## config.mk

```make
export PLATFORM = sky130hd
export DESIGN_NAME = memory_32byte_arbiter
export DESIGN_NICKNAME = d
export VERILOG_FILES = /design/src/rtl/memory_arbiter_pkg.sv /design/src/rtl/rr_arbiter_2.sv /design/src/rtl/memory_32byte_arbiter.sv
export SDC_FILE = /design/constraint.sdc
export NUM_CORES = 1
export LEC_CHECK = 0
export ABC_AREA = 1
export BUFFER_PORTS_ARGS = -buffer_cell sky130_fd_sc_hd__buf_2
export CAP_MARGIN = 0
export CELL_PAD_IN_SITES_DETAIL_PLACEMENT = 1
export CELL_PAD_IN_SITES_GLOBAL_PLACEMENT = 2
export CORE_UTILIZATION = 23
export CTS_CLUSTER_SIZE = 28
export DETAILED_ROUTE_END_ITERATION = 8
export PLACE_DENSITY_LB_ADDON = 0.1
export RECOVER_POWER = 100
export SYNTH_ARGS = -nofsm -noshare
export SYNTH_HDL_FRONTEND = slang
export SYNTH_SLANG_ARGS = --single-unit
```

## constraint.sdc

```tcl
create_clock -name clock -period 1.2 [get_ports clock]
set_input_delay 0.24 -clock clock [delete_from_list [all_inputs] [get_ports clock]]
set_output_delay 0.24 -clock clock [all_outputs]
set_load 0.05 [all_outputs]
```

## src/rtl/memory_arbiter_pkg.sv

```systemverilog
// Shared definitions for the two-port arbiter in front of the 32-byte memory:
// FSM state encoding, port identifiers and default bus widths.
package memory_arbiter_pkg;

    localparam int ADDR_WIDTH_DEF = 5;
    localparam int DATA_WIDTH_DEF = 8;

    typedef logic [1:0] state_t;

    localparam state_t ST_IDLE      = 2'd0;
    localparam state_t ST_ACCESS    = 2'd1;
    localparam state_t ST_READ_WAIT = 2'd2;

    localparam logic PORT0 = 1'b0;
    localparam logic PORT1 = 1'b1;

endpackage

```

## src/rtl/rr_arbiter_2.sv

```systemverilog
// Combinational two-way round-robin pick. When both requesters are valid the
// port that did not win last time is chosen; a lone requester always wins.
module rr_arbiter_2
    import memory_arbiter_pkg::*;
(
    input  logic valid0_i,
    input  logic valid1_i,
    input  logic last_grant_i,
    input  logic enable_i,
    output logic grant_id_o,
    output logic grant_valid_o
);

    // Pick the winner; grant_valid_o is suppressed while the owner is busy.
    always_comb begin
        grant_valid_o = enable_i && (valid0_i || valid1_i);
        if (valid0_i && valid1_i) begin
            grant_id_o = ~last_grant_i;
        end else if (valid1_i) begin
            grant_id_o = PORT1;
        end else begin
            grant_id_o = PORT0;
        end
    end

endmodule

```

## src/rtl/memory_32byte_arbiter.sv

```systemverilog
// Two-port round-robin access controller for the shared 32-byte memory.
// Accepts one single-beat read or write at a time, drives the memory control
// lines from latched command registers and routes read data back to the
// issuing port. Optional per-port accept counters: define ARB_GRANT_COUNT_EN.
module memory_32byte_arbiter
    import memory_arbiter_pkg::*;
#(
    parameter int ADDR_WIDTH   = ADDR_WIDTH_DEF,
    parameter int DATA_WIDTH   = DATA_WIDTH_DEF,
    parameter int READ_LATENCY = 1
`ifdef ARB_GRANT_COUNT_EN
    , parameter int COUNT_WIDTH = 8
`endif
)(
    input  logic                  clock,
    input  logic                  reset,
    input  logic                  req0_valid,
    input  logic                  req0_write,
    input  logic [ADDR_WIDTH-1:0] req0_address,
    input  logic [DATA_WIDTH-1:0] req0_wdata,
    output logic                  req0_ready,
    output logic                  req0_rvalid,
    output logic [DATA_WIDTH-1:0] req0_rdata,
    input  logic                  req1_valid,
    input  logic                  req1_write,
    input  logic [ADDR_WIDTH-1:0] req1_address,
    input  logic [DATA_WIDTH-1:0] req1_wdata,
    output logic                  req1_ready,
    output logic                  req1_rvalid,
    output logic [DATA_WIDTH-1:0] req1_rdata,
    output logic [ADDR_WIDTH-1:0] mem_address,
    output logic [DATA_WIDTH-1:0] mem_data_in,
    output logic                  mem_read,
    output logic                  mem_write,
    input  logic [DATA_WIDTH-1:0] mem_data_out,
    output logic                  busy
`ifdef ARB_GRANT_COUNT_EN
    , output logic [COUNT_WIDTH-1:0] grant_count0
    , output logic [COUNT_WIDTH-1:0] grant_count1
`endif
);

    // READ_WAIT counts down from READ_LATENCY-2 to zero; keep at least one bit.
    localparam int WAIT_W = (READ_LATENCY > 2) ? $clog2(READ_LATENCY - 1) : 1;

    state_t                state_q, state_d;
    logic                  last_grant_q, last_grant_d;
    logic                  cmd_port_q, cmd_port_d;
    logic                  cmd_write_q, cmd_write_d;
    logic [ADDR_WIDTH-1:0] cmd_addr_q, cmd_addr_d;
    logic [DATA_WIDTH-1:0] cmd_wdata_q, cmd_wdata_d;
    logic [WAIT_W-1:0]     wait_cnt_q, wait_cnt_d;
    logic                  rvalid0_q, rvalid0_d;
    logic                  rvalid1_q, rvalid1_d;
    logic [DATA_WIDTH-1:0] rdata0_q, rdata0_d;
    logic [DATA_WIDTH-1:0] rdata1_q, rdata1_d;

    logic grant_id;
    logic accept;
    logic read_done;

    rr_arbiter_2 u_rr_arbiter_2 (
        .valid0_i      (req0_valid),
        .valid1_i      (req1_valid),
        .last_grant_i  (last_grant_q),
        .enable_i      (state_q == ST_IDLE),
        .grant_id_o    (grant_id),
        .grant_valid_o (accept)
    );

    assign req0_ready  = accept && (grant_id == PORT0);
    assign req1_ready  = accept && (grant_id == PORT1);

    assign mem_address = cmd_addr_q;
    assign mem_data_in = cmd_wdata_q;
    assign mem_write   = cmd_write_q && (state_q == ST_ACCESS);
    assign mem_read    = !cmd_write_q &&
                         ((state_q == ST_ACCESS) || (state_q == ST_READ_WAIT));
    assign busy        = (state_q != ST_IDLE);

    assign req0_rvalid = rvalid0_q;
    assign req1_rvalid = rvalid1_q;
    assign req0_rdata  = rdata0_q;
    assign req1_rdata  = rdata1_q;

    // Flag the final cycle of a read, when memory output is captured.
    always_comb begin
        read_done = 1'b0;
        if (!cmd_write_q) begin
            if ((state_q == ST_ACCESS) && (READ_LATENCY == 1)) begin
                read_done = 1'b1;
            end
            if ((state_q == ST_READ_WAIT) && (wait_cnt_q == '0)) begin
                read_done = 1'b1;
            end
        end
    end

    // FSM next state plus command latching on accept.
    always_comb begin
        state_d      = state_q;
        last_grant_d = last_grant_q;
        cmd_port_d   = cmd_port_q;
        cmd_write_d  = cmd_write_q;
        cmd_addr_d   = cmd_addr_q;
        cmd_wdata_d  = cmd_wdata_q;
        wait_cnt_d   = wait_cnt_q;
        case (state_q)
            ST_IDLE: begin
                if (accept) begin
                    state_d      = ST_ACCESS;
                    last_grant_d = grant_id;
                    cmd_port_d   = grant_id;
                    cmd_write_d  = (grant_id == PORT1) ? req1_write   : req0_write;
                    cmd_addr_d   = (grant_id == PORT1) ? req1_address : req0_address;
                    cmd_wdata_d  = (grant_id == PORT1) ? req1_wdata   : req0_wdata;
                end
            end
            ST_ACCESS: begin
                if (cmd_write_q || (READ_LATENCY == 1)) begin
                    state_d = ST_IDLE;
                end else begin
                    state_d    = ST_READ_WAIT;
                    wait_cnt_d = WAIT_W'(READ_LATENCY - 2);
                end
            end
            ST_READ_WAIT: begin
                if (wait_cnt_q == '0) begin
                    state_d = ST_IDLE;
                end else begin
                    wait_cnt_d = wait_cnt_q - 1'b1;
                end
            end
            default: begin
                state_d = ST_IDLE;
            end
        endcase
    end

    // Route captured read data and a one-cycle valid pulse to the issuer.
    always_comb begin
        rvalid0_d = read_done && (cmd_port_q == PORT0);
        rvalid1_d = read_done && (cmd_port_q == PORT1);
        rdata0_d  = rvalid0_d ? mem_data_out : rdata0_q;
        rdata1_d  = rvalid1_d ? mem_data_out : rdata1_q;
    end

    // State, command and response registers with synchronous reset.
    always_ff @(posedge clock) begin
        if (reset) begin
            state_q      <= ST_IDLE;
            last_grant_q <= PORT1;
            cmd_port_q   <= PORT0;
            cmd_write_q  <= 1'b0;
            cmd_addr_q   <= '0;
            cmd_wdata_q  <= '0;
            wait_cnt_q   <= '0;
            rvalid0_q    <= 1'b0;
            rvalid1_q    <= 1'b0;
            rdata0_q     <= '0;
            rdata1_q     <= '0;
        end else begin
            state_q      <= state_d;
            last_grant_q <= last_grant_d;
            cmd_port_q   <= cmd_port_d;
            cmd_write_q  <= cmd_write_d;
            cmd_addr_q   <= cmd_addr_d;
            cmd_wdata_q  <= cmd_wdata_d;
            wait_cnt_q   <= wait_cnt_d;
            rvalid0_q    <= rvalid0_d;
            rvalid1_q    <= rvalid1_d;
            rdata0_q     <= rdata0_d;
            rdata1_q     <= rdata1_d;
        end
    end

`ifdef ARB_GRANT_COUNT_EN
    logic [COUNT_WIDTH-1:0] count0_q, count0_d;
    logic [COUNT_WIDTH-1:0] count1_q, count1_d;

    // Saturating per-port accept counters.
    always_comb begin
        count0_d = count0_q;
        count1_d = count1_q;
        if (req0_ready && (count0_q != '1)) begin
            count0_d = count0_q + 1'b1;
        end
        if (req1_ready && (count1_q != '1)) begin
            count1_d = count1_q + 1'b1;
        end
    end

    // Counter registers, cleared by reset.
    always_ff @(posedge clock) begin
        if (reset) begin
            count0_q <= '0;
            count1_q <= '0;
        end else begin
            count0_q <= count0_d;
            count1_q <= count1_d;
        end
    end

    assign grant_count0 = count0_q;
    assign grant_count1 = count1_q;
`endif

endmodule

```

==> out/summary.txt, run 1 <==
CP cell instances: nand2_4, buf_6, a21oi_4, buf_6
Detailed Routing Iterations Pass 1: 3
first-pass GRT wire length: 7624 um
post-route cell area: 2435 um^2
Cell Area, Placed: 2163 um^2
switch share: 0.3654
RSZ-0062 raised after global routing: true
die width: 85.45 um
Die ar.: 7301 um^2
Req. time, crit path: 0.96 ns
Crit Reg-Reg Endpoint: mem_address[1]
worst skew pair latency: 0.29 ns
number of synthesized flops with an enable pin: 0
ANT cells: 0
Detailed Route Iter0 Violations: 33
post-synth top area share: 0.4375
via/cell ratio: 4.319
Yosys warnings: 0
TritonCTS Sinks: 35
synthesized area: 1602 um^2
gpl congestion: 0.6523
Die Y: 85.45 um
Area contributors post-synth: dfxtp_1 44%, nand2_1 15%, nand3_1 10%
Synth async-reset ratio: 0
grt total ovfl: 0
Via Count: 1732
crit path kind: register to primary output
Final Hold Violating Endpoints: 0
post-DR wirelength/cell: 11.87 um
hold-fix buffers at CTS: 0
CP endpoint kind: primary output
library cells used by synthesis: 21
GRT Overall Usage: 0.1348
CTS H-tree lvls: 2
combinational share of power: 0.308
RR Startpoint: state_q[0]
Critical-path top delay cell: dfxtp_2
Mapped Nets: 270
Final Max Slew Viols: 0
final setup fails: 5
Max-Cap Viols: 0
number of global-route vias before repair: 1593
Routed Antenna Nets: 0
share of cells above drive strength 1: 0.4050
hpwl dp: 3397 um
fmax: 747.0 MHz
row count: 30
#FFs+latches synth: 35
maximum VDD drop: 0.4732 mV
Layout fillers: 860
post-route clock period utilization: 1.116
CTS tree: yes
CP startpoint kind: register
Final Skew: 0.009156 ns
routed wire length: 4760 um
nets@finish: 360
Clock Power Share: 0.280
synth cell count leaders: 62 x nand2_1, 35 x dfxtp_1, 32 x nand3_1, 32 x nor2_1, 18 x a21oi_1
initial antenna violation count: 0
Most used DFF post-synth: dfxtp_1
Max transition margin: 0.8009
worst slack at placement: -0.02863 ns
Clock Pin Slew Worst Setup and Hold Paths: 0.08 ns
status: complete, but fails checks
crit path buf inv count: 2
Pleak: 0.001173 uW
total power: 3120 uW
Largest stage delay, worst path: 0.35 ns
Port Buffers: 75
Layout area overhead: 52.03%
Crit Path Max Fanout: 3
Synth Instances: 230
Crit path max-delay family: flip-flops
crit path to: req0_ready
Seq/Total Area, Yosys: 0.4375
largest area contributor in the netlist: dfxtp_1
Sw Pwr: 1140 uW
setup slack, reg-to-reg: 0 ns
core area: 6756 um^2
root buffer cell: clkbuf_8
cell-internal power: 1980 uW
min Tclk post-route: 1.339 ns
CTS Buf Count: 5
I/O Pins: 76
Hold Crit Class: primary input to register
pwr dens: 1282 nW/um^2
mean post-synth cell area: 6.963 um^2
sequential share of power: 0.412
Worst R2R Path Depth: 7
initial core utilization: 0.2370
WP data arrival: 1.10 ns
most common cell in the synthesized netlist: nand2_1
CP Depth: 4
Final WS setup: -0.1386 ns
Max Root-Sink Buffers: 2
failing checks: setup timing
Tightest Pin Transition: 0.2999 ns
DRC Markers: 0
CP most frequent cell: buf_6
largest net degree at the start of global routing: 29
fin util: 0.3604
Worst Setup SP: last_grant_q
[power groups by stage]
stage	Combinational (uW)	Sequential, uW	Clock [uW]
after floorplan	358	1550	0
after global placement	866	1310	0
after detailed placement	872	1310	0
after CTS	914	1280	910
after global routing	1040	1290	948
final	962	1280	874
[worst min path at each step]
| stage | start | to | slack [ns] | depth (start not counted) |
|---|---|---|---|---|
| 6_report | mem_data_out[0] | req1_rdata[0] | 0.22 | 3 |
| 5_1_grt | mem_data_out[2] | req0_rdata[2] | 0.23 | 3 |
| 4_1_cts | mem_data_out[0] | req1_rdata[0] | 0.21 | 3 |
| 3_5_place_dp | req1_rdata[7] | req1_rdata[7] | 0.45 | 2 |
| 3_3_place_gp | last_grant_q | last_grant_q | 0.44 | 2 |
| 2_1_floorplan | mem_data_out[0] | req0_rdata[0] | 0.40 | 2 |
[layer usage]
metal | vias up | global-route usage | part of all wire | wire (um)
met2 | 49 | 0.2284 | 0.47 | 2234
met5 | - | 0 | 0 | 0
met1 | 770 | 0.1605 | 0.46 | 2168
li1 | 908 | - | - | -
met4 | 0 | 0.04545 | 0.012 | 57
met3 | 5 | 0.04377 | 0.063 | 301
[layout by cell type, fill, tap and decap left out]
master	instances
nand2_1	53
buf_2	46
dfxtp_1	33
nand3_1	31
nor2_1	27
clkbuf_2	25
a21oi_1	16
inv_1	15
buf_4	11
a21boi_1	8
buf_6	8
nand2_4	7
a21boi_0	6
nor2_2	5
clkbuf_8	5
nand2_2	4
inv_4	2
clkinvlp_4	2
nor2_4	2
buf_8	2
o21ai_4	1
a21oi_4	1
inv_2	1
nand3_2	1
clkinv_1	1
a21oi_2	1
clkinv_2	1
clkbuf_16	1
dfxtp_2	1
buf_12	1
clkbuf_1	1
clkbuf_4	1
dfxtp_4	1
[repair_timing]
action,in CTS,in global routing
resized for setup,19,26
pin swaps,2,20
endpoints found under the setup margin,5,24
setup buffers,2,1
gates cloned,0,1
[logic make-up after synthesis]
family,after synthesis,synth area share
buf+inv,32,0.09609
compound gates,33,0.1273
simple gates,130,0.3391
flops,35,0.4375
[cell type report]
type,instances,area [um^2],area share
clock inverters,3,18.77,0.007708
clock buffers,5,68.82,0.02826
inverters,19,77.57,0.03186
well taps,80,100.1,0.04111
flip-flops and latches,35,705.7,0.2898
multi-input cells,163,849.6,0.3489
repair buffers,96,614.3,0.2523
[per-stage QoR]
step,setup TNS [ns],hold WS (ns),cells
after floorplan,-0.06724,0.4044,230
after global placement,-0.02729,0.4397,389
after detailed placement,-0.02863,0.4506,389
after CTS,-0.3673,0.2136,399
after global routing,-1.090,0.2299,401
final,-0.3157,0.2216,401
[state kept, by name, indices dropped and copies added, names as in the netlist]
signal        flops
mem_address       5
req1_rdata        8
req0_rdata        8
cmd_port_q        1
state_q           1
cmd_write_q       1
req1_rvalid       1
last_grant_q      1
req0_rvalid       1
mem_data_in       8
[worst reg2reg max path: stages (launching register included)]
cell and delay [ns]:
dfxtp_4 0.36, buf_6 0.12, buf_6 0.11, nor2_4 0.14
buf_12 0.17, nand2_2 0.06, nor2_1 0.11, nor2_1 0.04
Note: power is estimated with default switching activity, not from simulation.
==> run 2: changes to the inputs <==
CORE_MARGIN = 2   (was not set)
SYNTH_HIERARCHICAL = 1   (was not set)
==> out/summary.txt, run 2 <==
die width: 88.77 um
Max transition margin: 0.7638
number of global-route vias before repair: 1682
Final Max Slew Viols: 0
synth cell count leaders: 81 x nor2_1, 64 x nand2_1, 36 x inv_1
Die Y: 88.77 um
Finished Layout Cells: 437
GRT Overall Usage: 0.1258
Mapped Nets: 292
Die ar.: 7880 um^2
first-pass GRT wire length: 7631 um
failing checks: setup timing
grt total ovfl: 0
DRC Markers: 0
leading cell type in the layout, fill and taps excluded: nor2_1
share of cells above drive strength 1: 0.4076
Yosys warnings: 6
Layout area overhead: 51.85%
crit path kind: register to primary output
TNS Setup: -3.146 ns
Tightest Pin Transition: 0.3539 ns
grt met2 use: 0.1961
worst slack at placement: -0.04823 ns
status: complete, but fails checks
WP data arrival: 1.14 ns
Routed Antenna Nets: 0
Min Hold Slack: 0.1831 ns
Detailed Routing Iterations Pass 1: 4
synthesized area: 1653 um^2
Via Count: 1704
RSZ-0062 raised after global routing: true
placed cells: 423
CTS H-tree lvls: 2
CP startpoint kind: register
Max Root-Sink Buffers: 2
hpwl dp: 3272 um
Final Hold Violating Endpoints: 0
Most used DFF post-synth: dfxtp_1
ANT cells: 0
pwr dens: 1350 nW/um^2
post-DR wirelength/cell: 10.70 um
mean post-synth cell area: 6.559 um^2
min Tclk post-route: 1.385 ns
initial core utilization: 0.2406
CTS Buf Count: 5
initial antenna violation count: 0
CP endpoint kind: primary output
Seq/Total Area, Yosys: 0.4239
Final WS setup: -0.1850 ns
Clock Pin Slew Worst Setup and Hold Paths: 0.07 ns
core area: 6869 um^2
met3 Track Usage GR: 0.03545
number of synthesized flops with an enable pin: 0
#FFs+latches synth: 35
Port Buffers: 75
hold-fix buffers at CTS: 0
Synth Instances: 252
Synth async-reset ratio: 0
root buffer cell: clkbuf_8
worst skew pair latency: 0.29 ns
Final Skew: 0.007040 ns
CTS tree: yes
area of the multi-input gates: 837.1 um^2
fin util: 0.3654
routed wire length: 4676 um
Max-Cap Viols: 0
Crit Path Max Fanout: 3
Pleak: 0.001340 uW
nets@finish: 380
met1 usage: 0.1676
Detailed Route Iter0 Violations: 31
via/cell ratio: 3.899
largest net degree at the start of global routing: 18
post-route clock period utilization: 1.154
fmax: 722.0 MHz
row count: 30
leading cell types in the layout, fill and taps excluded: 72 x nor2_1, 49 x nand2_1, 47 x buf_2, 33 x inv_1, 33 x dfxtp_1
post-synth top area share: 0.4239
library cells used by synthesis: 18
gpl congestion: 0.7528
Layout fillers: 906
TritonCTS Sinks: 35
largest area contributor in the netlist: dfxtp_1
final setup fails: 28
Area contributors post-synth: dfxtp_1 42%, nor2_1 18%, nand2_1 15%
Hold Crit Class: primary input to register
I/O Pins: 76
Storage cell area: 705.7 um^2
most common cell in the synthesized netlist: nor2_1
Req. time, crit path: 0.96 ns
Top Usage Layer GRT: met2
maximum VDD drop: 0.4820 mV
[run 2: through the flow]
stage                     power (uW)  cell area (um^2)
after detailed placement        2421              2215
after global placement          2414              2215
final                           3388              2510
after floorplan                 2129              1700
after CTS                       3455              2481
after global routing            3604              2510
[run 2: final cells by class]
type,instances,share of cell area
Clock buffer,7,0.03041
Clock inverter,1,0.001994
Tap cell,96,0.04786
Inverter,39,0.06431
Timing Repair Buffer,92,0.2408
Sequential cell,35,0.2812
Multi-Input combinational cell,167,0.3335
[run 2: report_power, final]
group | switching, uW | internal (uW)
sequential | 69.2 | 1270
clock | 432 | 408
combinational | 793 | 418
[run 2: cells by family after synthesis]
family / share of synthesized area
AO/OA/AOI/OAI: 0.05526
buffers and inverters: 0.1476
flip-flops: 0.4239
AND/OR/NAND/NOR: 0.3732
[run 2: final timing paths]
check                 start              to  slack [ns]  cells after the start
min                   reset      cmd_port_q        0.18                      2
max reg2reg      state_q[0]  mem_address[3]       -0.17                     10
max              state_q[0]      req1_ready       -0.18                      6
min reg2reg  mem_address[0]  mem_address[0]        0.51                      2
[run 2: worst max-delay path, cell delays in order, from the launching register on]
cell	delay [ns]
dfxtp_4	0.36
clkinv_4	0.04
inv_2	0.03
nor2_4	0.12
nand2_2	0.08
clkinvlp_4	0.08
buf_8	0.14
[run 2: repair_timing]
| action | in CTS | in global routing |
|---|---|---|
| resized for setup | 26 | 25 |
| buffers inserted | 5 | 1 |
| pin swaps | 7 | 19 |
| cloned | 2 | 0 |
| endpoints found under the setup margin | 19 | 23 |
[run 2: routing by layer]
layer | up-vias | part of all wire
met3 | 3 | 0.055
met1 | 756 | 0.49
met2 | 41 | 0.45
li1 | 904 | -
met4 | 0 | 0.0049
met5 | - | 0
